File: config.mk
export PLATFORM = sky130hd
export DESIGN_NAME = multicycle_ctrl
export DESIGN_NICKNAME = d
export VERILOG_FILES = /design/src/rtl/ctrl_pkg.sv /design/src/rtl/multicycle_ctrl_alu_dec.sv /design/src/rtl/multicycle_ctrl.sv
export SDC_FILE = /design/constraint.sdc
export NUM_CORES = 1
export LEC_CHECK = 0
export ABC_CLOCK_PERIOD_IN_PS = 1640
export CELL_PAD_IN_SITES_DETAIL_PLACEMENT = 0
export CELL_PAD_IN_SITES_GLOBAL_PLACEMENT = 1
export CORE_MARGIN = 2
export CORE_UTILIZATION = 28
export CTS_BUF_LIST = sky130_fd_sc_hd__clkbuf_8
export DETAILED_ROUTE_END_ITERATION = 12
export PLACE_DENSITY = 0.79
export SLEW_MARGIN = 20
export SYNTH_ARGS = -nofsm -noshare
export SYNTH_HDL_FRONTEND = slang
export SYNTH_SLANG_ARGS = --single-unit
File: constraint.sdc
create_clock -name clk -period 1.64 [get_ports clk]
set_input_delay 0.328 -clock clk [delete_from_list [all_inputs] [get_ports clk]]
set_output_delay 0.328 -clock clk [all_outputs]
set_load 0.005 [all_outputs]
File: src/rtl/ctrl_pkg.sv
// Shared encodings for the multicycle RV32I control FSM: state codes,
// opcodes, immediate formats, datapath mux selects and ALU operations.
package ctrl_pkg;

    // FSM state codes
    localparam logic [3:0] S_FETCH    = 4'd0;
    localparam logic [3:0] S_DECODE   = 4'd1;
    localparam logic [3:0] S_MEMADR   = 4'd2;
    localparam logic [3:0] S_MEMREAD  = 4'd3;
    localparam logic [3:0] S_MEMWB    = 4'd4;
    localparam logic [3:0] S_MEMWRITE = 4'd5;
    localparam logic [3:0] S_EXEC_R   = 4'd6;
    localparam logic [3:0] S_EXEC_I   = 4'd7;
    localparam logic [3:0] S_ALUWB    = 4'd8;
    localparam logic [3:0] S_BRANCH   = 4'd9;
    localparam logic [3:0] S_JALR_ADR = 4'd10;
    localparam logic [3:0] S_JAL      = 4'd11;
    localparam logic [3:0] S_LUI      = 4'd12;
    localparam logic [3:0] S_ILLEGAL  = 4'd13;

    // Opcodes of the supported subset
    localparam logic [6:0] OP_LOAD   = 7'b0000011;
    localparam logic [6:0] OP_STORE  = 7'b0100011;
    localparam logic [6:0] OP_R      = 7'b0110011;
    localparam logic [6:0] OP_I      = 7'b0010011;
    localparam logic [6:0] OP_BRANCH = 7'b1100011;
    localparam logic [6:0] OP_JAL    = 7'b1101111;
    localparam logic [6:0] OP_JALR   = 7'b1100111;
    localparam logic [6:0] OP_LUI    = 7'b0110111;

    // Immediate generator formats
    localparam logic [2:0] IMM_I = 3'b000;
    localparam logic [2:0] IMM_S = 3'b001;
    localparam logic [2:0] IMM_B = 3'b010;
    localparam logic [2:0] IMM_U = 3'b011;
    localparam logic [2:0] IMM_J = 3'b100;

    // Result bus select
    localparam logic [1:0] RES_ALUOUT    = 2'b00;
    localparam logic [1:0] RES_DATA      = 2'b01;
    localparam logic [1:0] RES_ALURESULT = 2'b10;
    localparam logic [1:0] RES_IMMEXT    = 2'b11;

    // ALU operand selects
    localparam logic [1:0] SRCA_PC    = 2'b00;
    localparam logic [1:0] SRCA_OLDPC = 2'b01;
    localparam logic [1:0] SRCA_RD1   = 2'b10;
    localparam logic [1:0] SRCB_RD2   = 2'b00;
    localparam logic [1:0] SRCB_IMM   = 2'b01;
    localparam logic [1:0] SRCB_FOUR  = 2'b10;

    // ALU operations
    localparam logic [2:0] ALU_ADD = 3'b000;
    localparam logic [2:0] ALU_SUB = 3'b001;

    // What kind of ALU operation the current state wants
    typedef enum logic [1:0] {
        ALU_CLASS_ADD   = 2'b00,
        ALU_CLASS_SUB   = 2'b01,
        ALU_CLASS_FUNCT = 2'b10
    } alu_class_e;

    // Immediate format implied by the opcode, independent of state
    function automatic logic [2:0] imm_src_for(input logic [6:0] op);
        case (op)
            OP_LOAD, OP_JALR, OP_I: imm_src_for = IMM_I;
            OP_STORE:               imm_src_for = IMM_S;
            OP_BRANCH:              imm_src_for = IMM_B;
            OP_LUI:                 imm_src_for = IMM_U;
            OP_JAL:                 imm_src_for = IMM_J;
            default:                imm_src_for = IMM_I;
        endcase
    endfunction

endpackage

File: src/rtl/multicycle_ctrl_alu_dec.sv
// ALU decoder: maps the requested ALU class and instruction function bits
// to an ALU operation, and flags whether op/funct3/funct7b5 form a
// supported instruction.
module alu_dec
    import ctrl_pkg::*;
(
    input  logic [1:0] alu_class,
    input  logic [6:0] op,
    input  logic [2:0] funct3,
    input  logic       funct7b5,
    output logic [2:0] alu_ctrl,
    output logic       funct_legal
);

    // ALU operation select; only add exists among R-type, so anything else traps earlier
    always_comb begin
        alu_ctrl = ALU_ADD;
        case (alu_class)
            ALU_CLASS_SUB:   alu_ctrl = ALU_SUB;
            ALU_CLASS_FUNCT: alu_ctrl = ALU_ADD;
            default:         alu_ctrl = ALU_ADD;
        endcase
    end

    // Legality of the function fields for each supported opcode
    always_comb begin
        funct_legal = 1'b0;
        case (op)
            OP_R:      funct_legal = (funct3 == 3'b000) && !funct7b5;
            OP_I:      funct_legal = (funct3 == 3'b000);
            OP_LOAD:   funct_legal = (funct3 == 3'b100);
            OP_STORE:  funct_legal = (funct3 == 3'b000);
            OP_BRANCH: funct_legal = (funct3 == 3'b001) || (funct3 == 3'b111);
            OP_JALR:   funct_legal = (funct3 == 3'b000);
            OP_JAL:    funct_legal = 1'b1;
            OP_LUI:    funct_legal = 1'b1;
            default:   funct_legal = 1'b0;
        endcase
    end

endmodule

File: src/rtl/multicycle_ctrl.sv
// Main control FSM of the multicycle RV32I core. Sequences fetch, decode,
// execute, memory and writeback for the supported subset and traps on
// anything else. Outputs are Moore-decoded from the state, with mem_ready
// and the branch flags folded in combinationally where needed.
module multicycle_ctrl
    import ctrl_pkg::*;
(
    input  logic       clk,
    input  logic       rst_n,
    input  logic [6:0] op,
    input  logic [2:0] funct3,
    input  logic       funct7b5,
    input  logic       zero,
    input  logic       ltu,
    input  logic       mem_ready,
    output logic       mem_req,
    output logic       mem_write,
    output logic       adr_src,
    output logic       ir_write,
    output logic       pc_write,
    output logic       reg_write,
    output logic [1:0] result_src,
    output logic [1:0] alu_src_a,
    output logic [1:0] alu_src_b,
    output logic [2:0] alu_ctrl,
    output logic [2:0] imm_src,
    output logic       instr_done,
    output logic       illegal
);

    logic [3:0] state_reg;
    logic [3:0] state_next;
    logic [1:0] alu_class;
    logic       funct_legal;
    logic       branch_taken;

    // Ungated strobes; reset forces them low at the ports
    logic mem_req_raw;
    logic mem_write_raw;
    logic ir_write_raw;
    logic pc_write_raw;
    logic reg_write_raw;
    logic instr_done_raw;

    alu_dec u_alu_dec (
        .alu_class   (alu_class),
        .op          (op),
        .funct3      (funct3),
        .funct7b5    (funct7b5),
        .alu_ctrl    (alu_ctrl),
        .funct_legal (funct_legal)
    );

    assign imm_src      = imm_src_for(op);
    assign branch_taken = (funct3 == 3'b001) ? !zero : !ltu;
    assign illegal      = (state_reg == S_ILLEGAL);

    // State register; reset abandons any instruction in flight
    always_ff @(posedge clk or negedge rst_n) begin
        if (!rst_n) begin
            state_reg <= S_FETCH;
        end else begin
            state_reg <= state_next;
        end
    end

    // Next-state logic
    always_comb begin
        state_next = state_reg;
        case (state_reg)
            S_FETCH:    if (mem_ready) state_next = S_DECODE;
            S_DECODE: begin
                if (!funct_legal) begin
                    state_next = S_ILLEGAL;
                end else begin
                    case (op)
                        OP_LOAD, OP_STORE: state_next = S_MEMADR;
                        OP_R:              state_next = S_EXEC_R;
                        OP_I:              state_next = S_EXEC_I;
                        OP_BRANCH:         state_next = S_BRANCH;
                        OP_JAL:            state_next = S_JAL;
                        OP_JALR:           state_next = S_JALR_ADR;
                        OP_LUI:            state_next = S_LUI;
                        default:           state_next = S_ILLEGAL;
                    endcase
                end
            end
            S_MEMADR:   state_next = (op == OP_LOAD) ? S_MEMREAD : S_MEMWRITE;
            S_MEMREAD:  if (mem_ready) state_next = S_MEMWB;
            S_MEMWB:    state_next = S_FETCH;
            S_MEMWRITE: if (mem_ready) state_next = S_FETCH;
            S_EXEC_R:   state_next = S_ALUWB;
            S_EXEC_I:   state_next = S_ALUWB;
            S_ALUWB:    state_next = S_FETCH;
            S_BRANCH:   state_next = S_FETCH;
            S_JALR_ADR: state_next = S_JAL;
            S_JAL:      state_next = S_ALUWB;
            S_LUI:      state_next = S_FETCH;
            S_ILLEGAL:  state_next = S_ILLEGAL;
            default:    state_next = S_FETCH;
        endcase
    end

    // Per-state datapath selects and strobes
    always_comb begin
        mem_req_raw    = 1'b0;
        mem_write_raw  = 1'b0;
        ir_write_raw   = 1'b0;
        pc_write_raw   = 1'b0;
        reg_write_raw  = 1'b0;
        instr_done_raw = 1'b0;
        adr_src        = 1'b0;
        result_src     = RES_ALUOUT;
        alu_src_a      = SRCA_PC;
        alu_src_b      = SRCB_RD2;
        alu_class      = ALU_CLASS_ADD;
        case (state_reg)
            S_FETCH: begin
                mem_req_raw  = 1'b1;
                alu_src_a    = SRCA_PC;
                alu_src_b    = SRCB_FOUR;
                result_src   = RES_ALURESULT;
                ir_write_raw = mem_ready;
                pc_write_raw = mem_ready;
            end
            S_DECODE: begin
                alu_src_a = SRCA_OLDPC;
                alu_src_b = SRCB_IMM;
            end
            S_MEMADR, S_EXEC_I, S_JALR_ADR: begin
                alu_src_a = SRCA_RD1;
                alu_src_b = SRCB_IMM;
            end
            S_MEMREAD: begin
                mem_req_raw = 1'b1;
                adr_src     = 1'b1;
            end
            S_MEMWB: begin
                result_src     = RES_DATA;
                reg_write_raw  = 1'b1;
                instr_done_raw = 1'b1;
            end
            S_MEMWRITE: begin
                mem_req_raw    = 1'b1;
                mem_write_raw  = 1'b1;
                adr_src        = 1'b1;
                instr_done_raw = mem_ready;
            end
            S_EXEC_R: begin
                alu_src_a = SRCA_RD1;
                alu_src_b = SRCB_RD2;
                alu_class = ALU_CLASS_FUNCT;
            end
            S_ALUWB: begin
                result_src     = RES_ALUOUT;
                reg_write_raw  = 1'b1;
                instr_done_raw = 1'b1;
            end
            S_BRANCH: begin
                alu_src_a      = SRCA_RD1;
                alu_src_b      = SRCB_RD2;
                alu_class      = ALU_CLASS_SUB;
                result_src     = RES_ALUOUT;
                pc_write_raw   = branch_taken;
                instr_done_raw = 1'b1;
            end
            S_JAL: begin
                alu_src_a    = SRCA_OLDPC;
                alu_src_b    = SRCB_FOUR;
                result_src   = RES_ALUOUT;
                pc_write_raw = 1'b1;
            end
            S_LUI: begin
                result_src     = RES_IMMEXT;
                reg_write_raw  = 1'b1;
                instr_done_raw = 1'b1;
            end
            default: begin
            end
        endcase
    end

    // Hold every strobe low while reset is asserted
    assign mem_req    = rst_n & mem_req_raw;
    assign mem_write  = rst_n & mem_write_raw;
    assign ir_write   = rst_n & ir_write_raw;
    assign pc_write   = rst_n & pc_write_raw;
    assign reg_write  = rst_n & reg_write_raw;
    assign instr_done = rst_n & instr_done_raw;

endmodule
==> flow_metrics.py, run 1 <==
metrics = {
    "status": {
        "status": "complete, but fails checks",
        "violations": "setup timing",
    },
    "power": {
        "p_int_mw": 1.285,
        "comb_power_share_pct": 81.3,
        "p_seq_share_pct": 8.9,
        "clkPwrFrac_pct": 9.8,
        "p_per_area_nw_per_um2": 1194,
        "ir_drop_v": 0.0007784,
        "p_switching_mw": 0.8733,
        "p_leak_nw": 0.8798,
        "p_sw_share_pct": 40.45,
    },
    "sta": {
        "report.final.setup_viol": 12,
        "rsz0062_at_grt": "yes",
        "hold_viol_final": 0,
        "worst_slack_ns": -0.1177,
        "post-route-period-util_pct": 107.2,
        "fin_skew_ns": 0.006460,
        "clock.fmax_mhz": 568.9,
        "finalMaxSlewViolations": 0,
        "period_needed_ns": 1.758,
    },
    "logic_synthesis": {
        "synth-compound-area-share_pct": 25.47,
        "synthCells": 125,
        "synth_cell_types": 43,
        "synth_warnings": 0,
        "netlist_area_um2": 805.8,
        "syn_avg_cell_area_um2": 6.446,
        "yosysSeqAreaShare_pct": 12.42,
        "yosys.area.top_type": "dfrtp_1",
        "synth_area_leaders": "dfrtp_1 12%, nor2_1 7.9%, nand2_1 5.1%",
        "ys_seq_elements": 4,
        "synth_edf_count": 0,
        "synthMuxAreaShare_pct": 1.242,
        "synth-adder-area-share_pct": 0,
        "synthXorXnorAreaFrac_pct": 6.522,
        "async_reset_ff_share_pct": 100.0,
        "synth_top_area_share_pct": 12.42,
        "synth-main-ff-cell": "dfrtp_1",
        "synth_top_family_by_area": "simple AND/OR/NAND/NOR gates",
        "synth-simple-area-share_pct": 44.72,
    },
    "setup_path": {
        "endpoint_kind": "primary output",
        "start_kind": "flip-flop",
        "critPathRequiredTime_ns": 1.31,
        "critPathArrivalTime_ns": 1.43,
        "crit_fanout": 7,
        "path_class": "flip-flop to primary output",
    },
    "min_path": {
        "hold_path.class": "input pin to async pin",
    },
    "clock_tree": {
        "cts_sinks": 4,
        "cts.htree.levels": 1,
        "path_clk_slew_ns": 0.03,
        "root_buffer": "clkbuf_8",
        "clk_latency_ns": 0.22,
        "cts_tree": "yes",
        "cts_hold_buf": 0,
        "cts_buffer_depth": 2,
        "cts_buffers": 3,
    },
    "finish": {
        "fill_cells": 221,
        "nNetsFinal": 231,
        "final_common_cell": "buf_4",
        "largest_reg_flops": 4,
        "area_delta_synth_final_pct": 124.4,
        "postLayoutCellArea_um2": 1808,
        "layout_common_cells": "50 x buf_4, 14 x buf_2, 12 x nor2_1",
        "fin_util_pct": 66.13,
        "instances_no_fill": 244,
        "drive_gt1_share_pct": 57.28,
        "n_antenna_cell": 0,
    },
    "floorplan": {
        "io_pins": 36,
        "die-area_um2": 3323,
        "rows": 19,
        "floorplan.initialDensity_pct": 29.47,
        "core_region_area_um2": 2734,
        "die_w_um": 57.65,
        "die_h_um": 57.65,
    },
    "detailed_routing": {
        "via_per_inst": 5.242,
        "antenna_left": 0,
        "post-route-drc-count": 0,
        "drt_first_pass_iters": 4,
        "drtIter0Drc": 28,
        "dr_total_vias": 1279,
        "avgRoutedWirePerCell_um": 15.23,
        "routed_wl_um": 3716,
    },
    "global_route": {
        "grt_overflow": 0,
        "grt_start_max_net_pins": 11,
        "grt_pass1_vias": 1263,
        "antenna_found_initial": 0,
        "grtUsageTotal_pct": 20.21,
        "grt_pass1_wl_um": 5257,
    },
    "placed_design": {
        "dp_hpwl_um": 2242,
        "place_ws_ns": -0.6611,
        "dp.cells": 221,
        "port_buffers": 33,
        "post_dp_cell_area_um2": 1448,
        "gp_congestion": 0.8993,
    },
    "flow_run": {
        "max_cap_violations": 0,
    },
}
worst paths after layout:
| kind | start | depth (start not counted) | to | slack [ns] |
|---|---|---|---|---|
| setup / recovery | state_reg[2] | 6 | illegal | -0.12 |
| max in group asynchronous | rst_n | 2 | state_reg[0] | 1.20 |
| hold / removal | rst_n | 2 | state_reg[1] | 0.32 |
| setup reg to reg | state_reg[3] | 8 | state_reg[2] | 0.12 |
| hold reg to reg | state_reg[1] | 3 | state_reg[1] | 0.73 |
| min in group clk | state_reg[1] | 3 | state_reg[1] | 0.73 |
cells by family after synthesis:
kind of cell	Yosys count
other	1
muxes	1
AOI/OAI and AO/OA	31
buffers and inverters	15
DFF	4
and+or+nand+nor	67
xor gates and xnor gates	6
cell usage after synthesis, types with 3 or more instances:
library cell / n
a21oi_1: 8
clkbuf_1: 4
dfrtp_1: 4
inv_1: 4
nand2_1: 11
nand2b_1: 6
nand3_1: 4
nor2_1: 17
nor2b_1: 4
nor3_1: 6
o21ai_0: 7
or3_1: 4
xnor2_1: 3
xor2_1: 3
worst max-delay path, stage by stage, from the launching register on:
cell and delay [ns]:
dfrtp_2 0.40, buf_4 0.15, buf_4 0.14, buf_6 0.13
nand2_2 0.09, nor2_2 0.05, dlygate4sd2_1 0.26
stage by stage:
stage	TNS [ns]	hold slack (ns)	power, mW
4_1_cts	-0.6180	0.2819	1.888
6_report	-0.9008	0.3243	2.159
3_3_place_gp	-7.369	0.6833	1.491
3_5_place_dp	-7.660	0.6939	1.513
2_1_floorplan	0	0.03241	0.7748
5_1_grt	-1.700	0.3512	2.300
power by group through the flow:
| stage | Clock [mW] | Combinational [mW] | Sequential, mW |
|---|---|---|---|
| 3_5_place_dp | 0 | 1.32 | 0.194 |
| 6_report | 0.211 | 1.76 | 0.191 |
| 2_1_floorplan | 0 | 0.614 | 0.161 |
| 3_3_place_gp | 0 | 1.30 | 0.194 |
| 5_1_grt | 0.223 | 1.88 | 0.197 |
| 4_1_cts | 0.219 | 1.48 | 0.184 |
cell type report:
| type | instances | area, µm² | area share (%) |
|---|---|---|---|
| repair buffers | 95 | 770.7 | 42.63 |
| flip-flops and latches | 4 | 102.6 | 5.675 |
| multi-input cells | 107 | 839.6 | 46.44 |
| well taps | 31 | 38.79 | 2.145 |
| clock buffers | 3 | 41.29 | 2.284 |
| inverters | 4 | 15.01 | 0.8305 |
layer usage:
metal	global-route usage, %	vias up	wire, µm
met3	1.563	10	170
met2	40.75	51	2095
li1	-	618	-
met4	11.63	0	121
met1	19.61	600	1329
met5	0	-	0
repair_timing:
item,CTS,global route
setup buffers,15,6
gates resized for setup,109,41
cloned,0,1
pin swaps,17,12
endpoints found under the setup margin,22,20
No activity file was read; power rests on OpenSTA's default activity.
==> run 2: changes to the inputs <==
--- a/config.mk
+++ b/config.mk
@@ -5,14 +5,14 @@
 export SDC_FILE = /design/constraint.sdc
 export NUM_CORES = 1
 export LEC_CHECK = 0
-export ABC_CLOCK_PERIOD_IN_PS = 1640
+export ABC_CLOCK_PERIOD_IN_PS = 2300
 export CELL_PAD_IN_SITES_DETAIL_PLACEMENT = 0
 export CELL_PAD_IN_SITES_GLOBAL_PLACEMENT = 1
 export CORE_MARGIN = 2
-export CORE_UTILIZATION = 28
+export CORE_UTILIZATION = 31
 export CTS_BUF_LIST = sky130_fd_sc_hd__clkbuf_8
 export DETAILED_ROUTE_END_ITERATION = 12
-export PLACE_DENSITY = 0.79
+export PLACE_DENSITY = 0.86
 export SLEW_MARGIN = 20
 export SYNTH_ARGS = -nofsm -noshare
 export SYNTH_HDL_FRONTEND = slang
==> constraint.sdc (replaced) <==
create_clock -name clk -period 2.3 [get_ports clk]
set_input_delay 0.46 -clock clk [delete_from_list [all_inputs] [get_ports clk]]
set_output_delay 0.46 -clock clk [all_outputs]
set_load 0.02 [all_outputs]
==> run 2 against run 1 <==
The run now ends clean. Wire length shrank 33%. Clock-buffer cell count is the same. Critical path depth shrank 1. Die area shrank 9.0%. Global-route usage shrank 2.2 points. Clock power shrank 33%. Clock skew shrank 0.0036 ns. Via count shrank 17%.
==> flow_metrics.py, run 2 (synthesis gave the netlist of run 1 again) <==
metrics = {
    "min_path": {
        "hold_path.class": "flip-flop to flip-flop",
    },
    "clock_tree": {
        "cts.htree.levels": 1,
        "path_clk_slew_ns": 0.03,
        "root_buffer": "clkbuf_8",
        "cts_hold_buf": 0,
        "cts_buffers": 3,
        "postCtsSetupBuffers": 0,
        "cts_sinks": 4,
        "clk_latency_ns": 0.21,
        "cts_tree": "yes",
        "cts_resized": 13,
        "cts_buffer_depth": 2,
    },
    "finish": {
        "nNetsFinal": 200,
        "area_delta_synth_final_pct": 72.20,
        "layout_common_cells": "31 x buf_4, 18 x clkdlybuf4s50_1, 17 x nor2_1",
        "fill_cells": 246,
        "largest_reg_flops": 4,
        "fin_util_pct": 56.01,
        "final_common_cell": "buf_4",
        "n_antenna_cell": 0,
        "postLayoutCellArea_um2": 1388,
        "drive_gt1_share_pct": 21.98,
    },
    "sta": {
        "hold_viol_final": 0,
        "holdWs_ns": 0.6559,
        "fin_skew_ns": 0.002886,
        "post-route-period-util_pct": 96.88,
        "period_needed_ns": 2.228,
        "report.final.setup_viol": 0,
        "finalMaxSlewViolations": 0,
        "tns_ns": 0,
        "rsz0062_at_grt": "no",
        "clock.fmax_mhz": 448.8,
    },
    "detailed_routing": {
        "drt_first_pass_iters": 4,
        "antenna_left": 0,
        "via_per_inst": 5.000,
        "post-route-drc-count": 0,
        "avgRoutedWirePerCell_um": 11.74,
        "dr_total_vias": 1060,
        "routed_wl_um": 2489,
        "drtIter0Drc": 8,
    },
    "setup_path": {
        "endpoint_kind": "primary output",
        "critPathRequiredTime_ns": 1.84,
        "critPathArrivalTime_ns": 1.77,
        "path_class": "input pin to primary output",
        "crit_fanout": 5,
        "start_kind": "input pin",
    },
    "floorplan": {
        "die_w_um": 54.99,
        "die-area_um2": 3023,
        "floorplan.initialDensity_pct": 32.53,
        "rows": 18,
        "die_h_um": 54.99,
        "core_region_area_um2": 2477,
        "io_pins": 36,
    },
    "global_route": {
        "grt_pass1_vias": 937,
        "grt_pass1_wl_um": 3953,
        "grt_overflow": 0,
        "antenna_found_initial": 0,
        "grt_start_max_net_pins": 15,
        "grtUsageTotal_pct": 18.04,
    },
    "power": {
        "ir_drop_v": 0.0005803,
        "p_leak_nw": 0.7044,
        "p_per_area_nw_per_um2": 817.2,
    },
    "placed_design": {
        "dp_hpwl_um": 2074,
        "gp_congestion": 0.8391,
        "post_dp_cell_area_um2": 1351,
        "port_buffers": 33,
    },
    "flow_run": {
        "max_cap_violations": 0,
    },
    "status": {
        "status": "completed",
    },
}
run 2: path summary, 6_finish.rpt:
path,slack [ns],depth (start not counted),from,endpoint
worst max-delay path,0.07,5,op[4],imm_src[2]
worst min-delay path,0.66,2,state_reg[1],state_reg[1]
worst max register to register,0.85,5,state_reg[0],state_reg[2]
worst min register to register,0.66,2,state_reg[1],state_reg[1]
max in group asynchronous,1.50,2,rst_n,state_reg[2]
min in group asynchronous,0.70,2,rst_n,state_reg[0]
run 2: area by class of cell:
type                    count  area [µm²]  area share, %
clock buffers               3       41.29          2.976
inverters                   4       15.01          1.082
multi-input cells         107       636.9          45.90
flip-flops and latches      4       100.1          7.214
well taps                  30       37.54          2.705
repair buffers             64       556.8          40.13
run 2: critical path, stage by stage:
cell and delay (ns):
clkdlybuf4s50_1 0.48, nand3b_1 0.21, nor2_1 0.16, and2_1 0.14, clkdlybuf4s15_1 0.30
run 2: layer usage:
metal | GRT usage, % | wire (µm) | up-vias
met5 | 0 | 0 | -
met4 | 4.878 | 0 | 0
met3 | 2.419 | 139 | 0
met2 | 35.52 | 1340 | 35
met1 | 19.84 | 1009 | 467
li1 | - | - | 558
run 2: through the flow:
stage | power (mW) | worst slack, ns | std cells
after floorplan | 0.6692 | 0.4026 | 126
after global placement | 1.029 | -0.2698 | 209
after detailed placement | 1.040 | -0.2959 | 209
after CTS | 1.147 | 0.003699 | 212
after global routing | 1.233 | 0.008936 | 212
final | 1.134 | 0.07181 | 212
run 2: where the power goes:
group          switching, mW  internal (mW)  leakage [nW]
logic                  0.471          0.392         0.633
registers             0.0312         0.0980        0.0503
clock network         0.0305          0.111        0.0216
total                  0.533          0.601         0.704
